**src/rtl/bcd_convert_scheduler.sv**
```systemverilog
// Two-requester binary-to-BCD converter: round-robin grant, then eight
// double-dabble iterations on the captured 8-bit operand.
module bcd_convert_scheduler (
  input  logic       clk,
  input  logic       rst_n,
  input  logic       req_a,
  input  logic [7:0] data_a,
  input  logic       req_b,
  input  logic [7:0] data_b,
  output logic       gnt_a,
  output logic       gnt_b,
  output logic       busy,
  output logic       done,
  output logic       owner,
  output logic [3:0] ones,
  output logic [3:0] tens,
  output logic [1:0] hundreds
);

  typedef enum logic {IDLE, CONV} state_t;

  state_t     r_state;
  logic [7:0] r_shift;
  // Before the last shift the hundreds digit is at most 1, so one bit suffices.
  logic [8:0] r_scratch;
  logic [2:0] r_cnt;
  logic       r_cur;
  logic       r_last_owner;
  logic       r_gnt_a;
  logic       r_gnt_b;
  logic       r_busy;
  logic       r_done;
  logic       r_owner;
  logic [3:0] r_ones;
  logic [3:0] r_tens;
  logic [1:0] r_hundreds;

  logic       w_pick_b;
  logic [8:0] w_adj;
  logic [9:0] w_shifted;

  assign w_pick_b = req_b && (!req_a || !r_last_owner);

  assign w_adj[3:0] = (r_scratch[3:0] >= 4'd5) ? r_scratch[3:0] + 4'd3 : r_scratch[3:0];
  assign w_adj[7:4] = (r_scratch[7:4] >= 4'd5) ? r_scratch[7:4] + 4'd3 : r_scratch[7:4];
  assign w_adj[8]   = r_scratch[8];
  assign w_shifted  = {w_adj, r_shift[7]};

  always_ff @(posedge clk or negedge rst_n) begin
    if (!rst_n) begin
      r_state      <= IDLE;
      r_shift      <= 8'd0;
      r_scratch    <= 9'd0;
      r_cnt        <= 3'd0;
      r_cur        <= 1'b0;
      r_last_owner <= 1'b1;
      r_gnt_a      <= 1'b0;
      r_gnt_b      <= 1'b0;
      r_busy       <= 1'b0;
      r_done       <= 1'b0;
      r_owner      <= 1'b0;
      r_ones       <= 4'd0;
      r_tens       <= 4'd0;
      r_hundreds   <= 2'd0;
    end else begin
      r_gnt_a <= 1'b0;
      r_gnt_b <= 1'b0;
      r_done  <= 1'b0;
      case (r_state)
        IDLE: begin
          if (req_a || req_b) begin
            r_cur     <= w_pick_b;
            r_shift   <= w_pick_b ? data_b : data_a;
            r_scratch <= 9'd0;
            r_cnt     <= 3'd0;
            r_gnt_a   <= !w_pick_b;
            r_gnt_b   <= w_pick_b;
            r_busy    <= 1'b1;
            r_state   <= CONV;
          end
        end
        CONV: begin
          r_shift   <= {r_shift[6:0], 1'b0};
          r_scratch <= w_shifted[8:0];
          r_cnt     <= r_cnt + 3'd1;
          if (r_cnt == 3'd7) begin
            r_ones       <= w_shifted[3:0];
            r_tens       <= w_shifted[7:4];
            r_hundreds   <= w_shifted[9:8];
            r_owner      <= r_cur;
            r_last_owner <= r_cur;
            r_done       <= 1'b1;
            r_busy       <= 1'b0;
            r_state      <= IDLE;
          end
        end
        default: r_state <= IDLE;
      endcase
    end
  end

  assign gnt_a    = r_gnt_a;
  assign gnt_b    = r_gnt_b;
  assign busy     = r_busy;
  assign done     = r_done;
  assign owner    = r_owner;
  assign ones     = r_ones;
  assign tens     = r_tens;
  assign hundreds = r_hundreds;

endmodule
```
**config.mk**
```make
export PLATFORM = sky130hd
export DESIGN_NAME = bcd_convert_scheduler
export DESIGN_NICKNAME = d
export VERILOG_FILES = /design/src/rtl/bcd_convert_scheduler.sv
export SDC_FILE = /design/constraint.sdc
export NUM_CORES = 1
export LEC_CHECK = 0
export ABC_AREA = 1
export CAP_MARGIN = 10
export CORE_ASPECT_RATIO = 1.5
export CORE_MARGIN = 4
export CORE_UTILIZATION = 30
export DETAILED_ROUTE_END_ITERATION = 8
export GPL_TIMING_DRIVEN = 0
export PLACE_DENSITY = 0.59
export SYNTH_ARGS = -nofsm -noshare
export SYNTH_HDL_FRONTEND = slang
export SYNTH_SLANG_ARGS = --single-unit
```
**constraint.sdc**
```tcl
create_clock -name clk -period 1.5 [get_ports clk]
set_clock_uncertainty 0.1 [all_clocks]
set_input_delay 0.225 -clock clk [delete_from_list [all_inputs] [get_ports clk]]
set_output_delay 0.225 -clock clk [all_outputs]
set_load 0.01 [all_outputs]
```
==> metrics.txt <==
# TYPE chip_impl_metric gauge
chip_impl_metric{name="critPathMaxFanout",unit=""} 1
chip_impl_metric{name="initialDrtViolationCount",unit=""} 54
chip_impl_metric{name="p_per_cell_area",unit="nW/µm²"} 1870
chip_impl_metric{name="cp.required",unit="ns"} 1.17
chip_impl_info{name="synth_area_leaders",value="sky130_fd_sc_hd__dfrtp_1, sky130_fd_sc_hd__nand2_1, sky130_fd_sc_hd__inv_1, sky130_fd_sc_hd__ha_1, sky130_fd_sc_hd__nand3_1"} 1
chip_impl_metric{name="hold_slack",unit="ns"} 0.373
chip_impl_metric{name="power.ir.vdd_worst",unit="µV"} 554
chip_impl_metric{name="timing.slew.headroom",unit=""} 0.457
chip_impl_info{name="worst_path_max_delay_cell",value="sky130_fd_sc_hd__clkdlybuf4s50_1"} 1
chip_impl_metric{name="max_stage_delay",unit="ns"} 0.53
chip_impl_metric{name="fin_nets",unit=""} 290
chip_impl_metric{name="syn_area",unit="µm²"} 1850
chip_impl_metric{name="dp_slack",unit="ns"} -0.0910
chip_impl_metric{name="first_global_vias",unit=""} 1450
chip_impl_metric{name="die_height",unit="µm"} 104
chip_impl_metric{name="total_nets_after_synthesis",unit=""} 243
chip_impl_info{name="criticalPathCategory",value="flip-flop to output port"} 1
chip_impl_metric{name="layout_worst_path_cycle_share",unit=""} 0.971
chip_impl_metric{name="drcViolationCount",unit=""} 0
chip_impl_metric{name="route.final.wire_length",unit="µm"} 3640
chip_impl_info{name="grt_busiest_layer",value="met2"} 1
chip_impl_metric{name="viasPerCell",unit=""} 4.43
chip_impl_metric{name="row_count",unit=""} 34
chip_impl_metric{name="report.final.hold_viol_count",unit=""} 0
chip_impl_metric{name="cts_htree_levels",unit=""} 2
chip_impl_info{name="cp_cell_sequence",value="clkdlybuf4s50_1"} 1
chip_impl_metric{name="synth-warning-count",unit=""} 0
chip_impl_metric{name="critical_path_buf_inv_count",unit=""} 1
chip_impl_info{name="worst_hold_path_type",value="flip-flop to flip-flop"} 1
chip_impl_info{name="rsz0062_at_grt",value="yes"} 1
chip_impl_metric{name="synth_seq_cells",unit=""} 38
chip_impl_metric{name="gr-usage-met1",unit=""} 0.114
chip_impl_metric{name="numCtsBuffers",unit=""} 5
chip_impl_metric{name="io_buffers",unit=""} 34
chip_impl_metric{name="num_vias",unit=""} 1493
chip_impl_metric{name="drt_pre_antenna_iters",unit=""} 4
chip_impl_metric{name="cts_num_sinks",unit=""} 38
chip_impl_info{name="synth_top_area_cell",value="sky130_fd_sc_hd__dfrtp_1"} 1
chip_impl_metric{name="final_util",unit=""} 0.410
chip_impl_metric{name="die_area",unit="µm²"} 7510
chip_impl_info{name="outcome",value="finished clean"} 1
chip_impl_metric{name="initial_core_util",unit=""} 0.313
chip_impl_metric{name="die_w",unit="µm"} 72.1
chip_impl_metric{name="grt_util_met2",unit=""} 0.184
chip_impl_info{name="hold_path.startpoint",value="r_last_owner"} 1
chip_impl_metric{name="final_design_area_no_fill",unit="µm²"} 2430
chip_impl_metric{name="clkTransAtPathRegs",unit="ns"} 0.08
chip_impl_metric{name="maxCapViolations",unit=""} 0
chip_impl_metric{name="synthDominantCellAreaShare",unit=""} 0.501
chip_impl_info{name="tritoncts",value="yes"} 1
chip_impl_info{name="cp_top_family",value="buffers and inverters"} 1
chip_impl_metric{name="final.fill_count",unit=""} 611
chip_impl_metric{name="max_freq",unit="MHz"} 687
chip_impl_metric{name="antenna_found_initial",unit=""} 0
chip_impl_metric{name="cells_after_synthesis",unit=""} 217
chip_impl_metric{name="post_route_cells_drive_above_1_share",unit=""} 0.121
chip_impl_metric{name="antenna_left",unit=""} 0
chip_impl_metric{name="area_growth_syn_to_layout",unit="%"} 31.2
chip_impl_metric{name="antennaDiodeCount",unit=""} 0
chip_impl_metric{name="cp.arrival",unit="ns"} 1.13
chip_impl_metric{name="grtUsageTotal",unit=""} 0.106
chip_impl_metric{name="max_slew.worst_pin.slew",unit="ns"} 0.815
chip_impl_metric{name="fin_crit",unit="ns"} 1.46
chip_impl_metric{name="clock_insertion_delay_at_the_later_pin_of_the_skew_report",unit="ns"} 0.29
chip_impl_metric{name="avgRoutedWirePerCell",unit="µm"} 10.8
chip_impl_metric{name="synth_sequential_area_ratio",unit=""} 0.515
chip_impl_metric{name="grt.overflow.total",unit=""} 0
chip_impl_metric{name="leakagePower",unit="nW"} 1.30
chip_impl_metric{name="place.detailed.hpwl",unit="µm"} 2700
chip_impl_info{name="worstSetupStartpointType",value="flip-flop"} 1
chip_impl_metric{name="postSynthAreaPerCell",unit="µm²"} 8.52
chip_impl_metric{name="register_area",unit="µm²"} 952
chip_impl_metric{name="coreArea",unit="µm²"} 5910
chip_impl_info{name="r2r_startpoint",value="r_cnt[0]"} 1
chip_impl_metric{name="report.power.total",unit="mW"} 4.53
chip_impl_metric{name="layout.cells.non_filler",unit=""} 337
chip_impl_metric{name="totalNegativeSetupSlack",unit="ns"} 0
chip_impl_metric{name="instance_area_after_placement",unit="µm²"} 2270
chip_impl_metric{name="setup_ws",unit="ns"} 0.0437
chip_impl_metric{name="maxSlewViolCount",unit=""} 0
chip_impl_metric{name="finalWeightedCongestion",unit=""} 0.777
chip_impl_info{name="crit_path_end_kind",value="output port"} 1
chip_impl_info{name="crit_start",value="done"} 1
chip_impl_metric{name="numPlacedInstances",unit=""} 323
chip_impl_info{name="clk_root_buffer_cell",value="sky130_fd_sc_hd__clkbuf_8"} 1
chip_impl_metric{name="met3_usage",unit=""} 0.0319
chip_impl_metric{name="setup_failing_eps_final",unit=""} 0
chip_impl_metric{name="global_route_wire_length_before_repair",unit="µm"} 6250
chip_impl_metric{name="multiInputGateArea",unit="µm²"} 713
chip_impl_metric{name="ys_types",unit=""} 22
chip_impl_metric{name="ioPinCount",unit=""} 35
chip_impl_metric{name="cts_max_path_buffers",unit=""} 2
chip_impl_metric{name="grt_max_degree",unit=""} 39
==> flip-flops by register name, indices dropped and copies added (netlist names) <==
register      cells
busy              1
done              1
gnt_a             1
gnt_b             1
hundreds          2
ones              4
owner             1
r_cnt             3
r_cur             1
r_last_owner      1
r_scratch         9
r_shift           8
r_state           1
tens              4
==> Yosys cell counts <==
cell type	number
sky130_fd_sc_hd__nand2_1	71
sky130_fd_sc_hd__dfrtp_1	37
sky130_fd_sc_hd__inv_1	32
sky130_fd_sc_hd__nand3_1	14
sky130_fd_sc_hd__o21ai_0	12
sky130_fd_sc_hd__o211ai_1	8
sky130_fd_sc_hd__o22ai_1	8
sky130_fd_sc_hd__ha_1	6
sky130_fd_sc_hd__nor2_1	6
sky130_fd_sc_hd__buf_6	4
sky130_fd_sc_hd__a21oi_1	2
sky130_fd_sc_hd__a22o_1	2
sky130_fd_sc_hd__buf_2	2
sky130_fd_sc_hd__inv_2	2
sky130_fd_sc_hd__nand2_4	2
sky130_fd_sc_hd__nand4_1	2
sky130_fd_sc_hd__nor2_4	2
sky130_fd_sc_hd__buf_4	1
sky130_fd_sc_hd__dfstp_2	1
sky130_fd_sc_hd__inv_4	1
sky130_fd_sc_hd__nand2_2	1
sky130_fd_sc_hd__o21ai_1	1
==> cell families after synthesis <==
group | share of synthesized area
and+or+nand+nor | 0.229
buffers and inverters | 0.106
DFF | 0.515
AOI/OAI and AO/OA | 0.110
adders and majority gates | 0.0406
==> cell type report <==
| class | count | share of cell area |
|---|---|---|
| sequential | 38 | 0.392 |
| clock inverter | 1 | 0.00206 |
| buffer | 7 | 0.0284 |
| timing repair buffer | 40 | 0.155 |
| multi-input combinational | 137 | 0.294 |
| clock buffer | 7 | 0.0356 |
| tap | 72 | 0.0371 |
| inverter | 35 | 0.0552 |
==> metal layers <==
| metal | routed length (µm) | share of wire |
|---|---|---|
| met1 | 1480 | 0.41 |
| met2 | 1920 | 0.53 |
| met3 | 183 | 0.050 |
| met4 | 57 | 0.016 |
| met5 | 0 | 0 |
==> path summary, 6_finish.rpt <==
kind / slack (ns) / cells past startpoint / to
hold reg to reg: 0.37 / 2 / r_last_owner
hold / removal: 0.37 / 2 / r_last_owner
max in group asynchronous: 0.32 / 2 / r_shift[1]
min in group asynchronous: 0.47 / 2 / ones[2]
setup reg to reg: 0.10 / 7 / ones[1]
setup / recovery: 0.04 / 1 / done
==> power breakdown <==
| group | switching [mW] | internal, mW | total, mW |
|---|---|---|---|
| logic | 1.17 | 0.915 | 2.09 |
| clock network | 0.349 | 0.371 | 0.719 |
| registers | 0.241 | 1.48 | 1.72 |
| total | 1.76 | 2.77 | 4.53 |
==> layout by cell type (no fill, tap or decap), types with 2 or more instances in the layout <==
| cell type | instances |
|---|---|
| sky130_fd_sc_hd__o211ai_1 | 8 |
| sky130_fd_sc_hd__o21ai_0 | 10 |
| sky130_fd_sc_hd__nor2_4 | 2 |
| sky130_fd_sc_hd__nand4_1 | 2 |
| sky130_fd_sc_hd__dlygate4sd2_1 | 11 |
| sky130_fd_sc_hd__clkbuf_8 | 6 |
| sky130_fd_sc_hd__inv_2 | 3 |
| sky130_fd_sc_hd__nand3_1 | 13 |
| sky130_fd_sc_hd__dlymetal6s2s_1 | 3 |
| sky130_fd_sc_hd__o21ai_1 | 3 |
| sky130_fd_sc_hd__nand2_1 | 71 |
| sky130_fd_sc_hd__dfrtp_1 | 37 |
| sky130_fd_sc_hd__nor2_1 | 6 |
| sky130_fd_sc_hd__buf_6 | 5 |
| sky130_fd_sc_hd__buf_4 | 5 |
| sky130_fd_sc_hd__clkdlybuf4s50_1 | 19 |
| sky130_fd_sc_hd__nand2_4 | 3 |
| sky130_fd_sc_hd__a21oi_1 | 2 |
| sky130_fd_sc_hd__buf_2 | 2 |
| sky130_fd_sc_hd__o22ai_1 | 8 |
| sky130_fd_sc_hd__ha_1 | 5 |
| sky130_fd_sc_hd__a22o_1 | 2 |
| sky130_fd_sc_hd__inv_1 | 31 |
==> timing repair <==
item / in CTS / in global routing
buffers inserted: 1 / 4
pin swaps: 1 / 1
endpoints found under the setup margin: 21 / 19
endpoints found under the hold margin: 37 / 0
hold buffers: 1 / 0
resized for setup: 12 / 10
(Power assumes the default switching activity.)
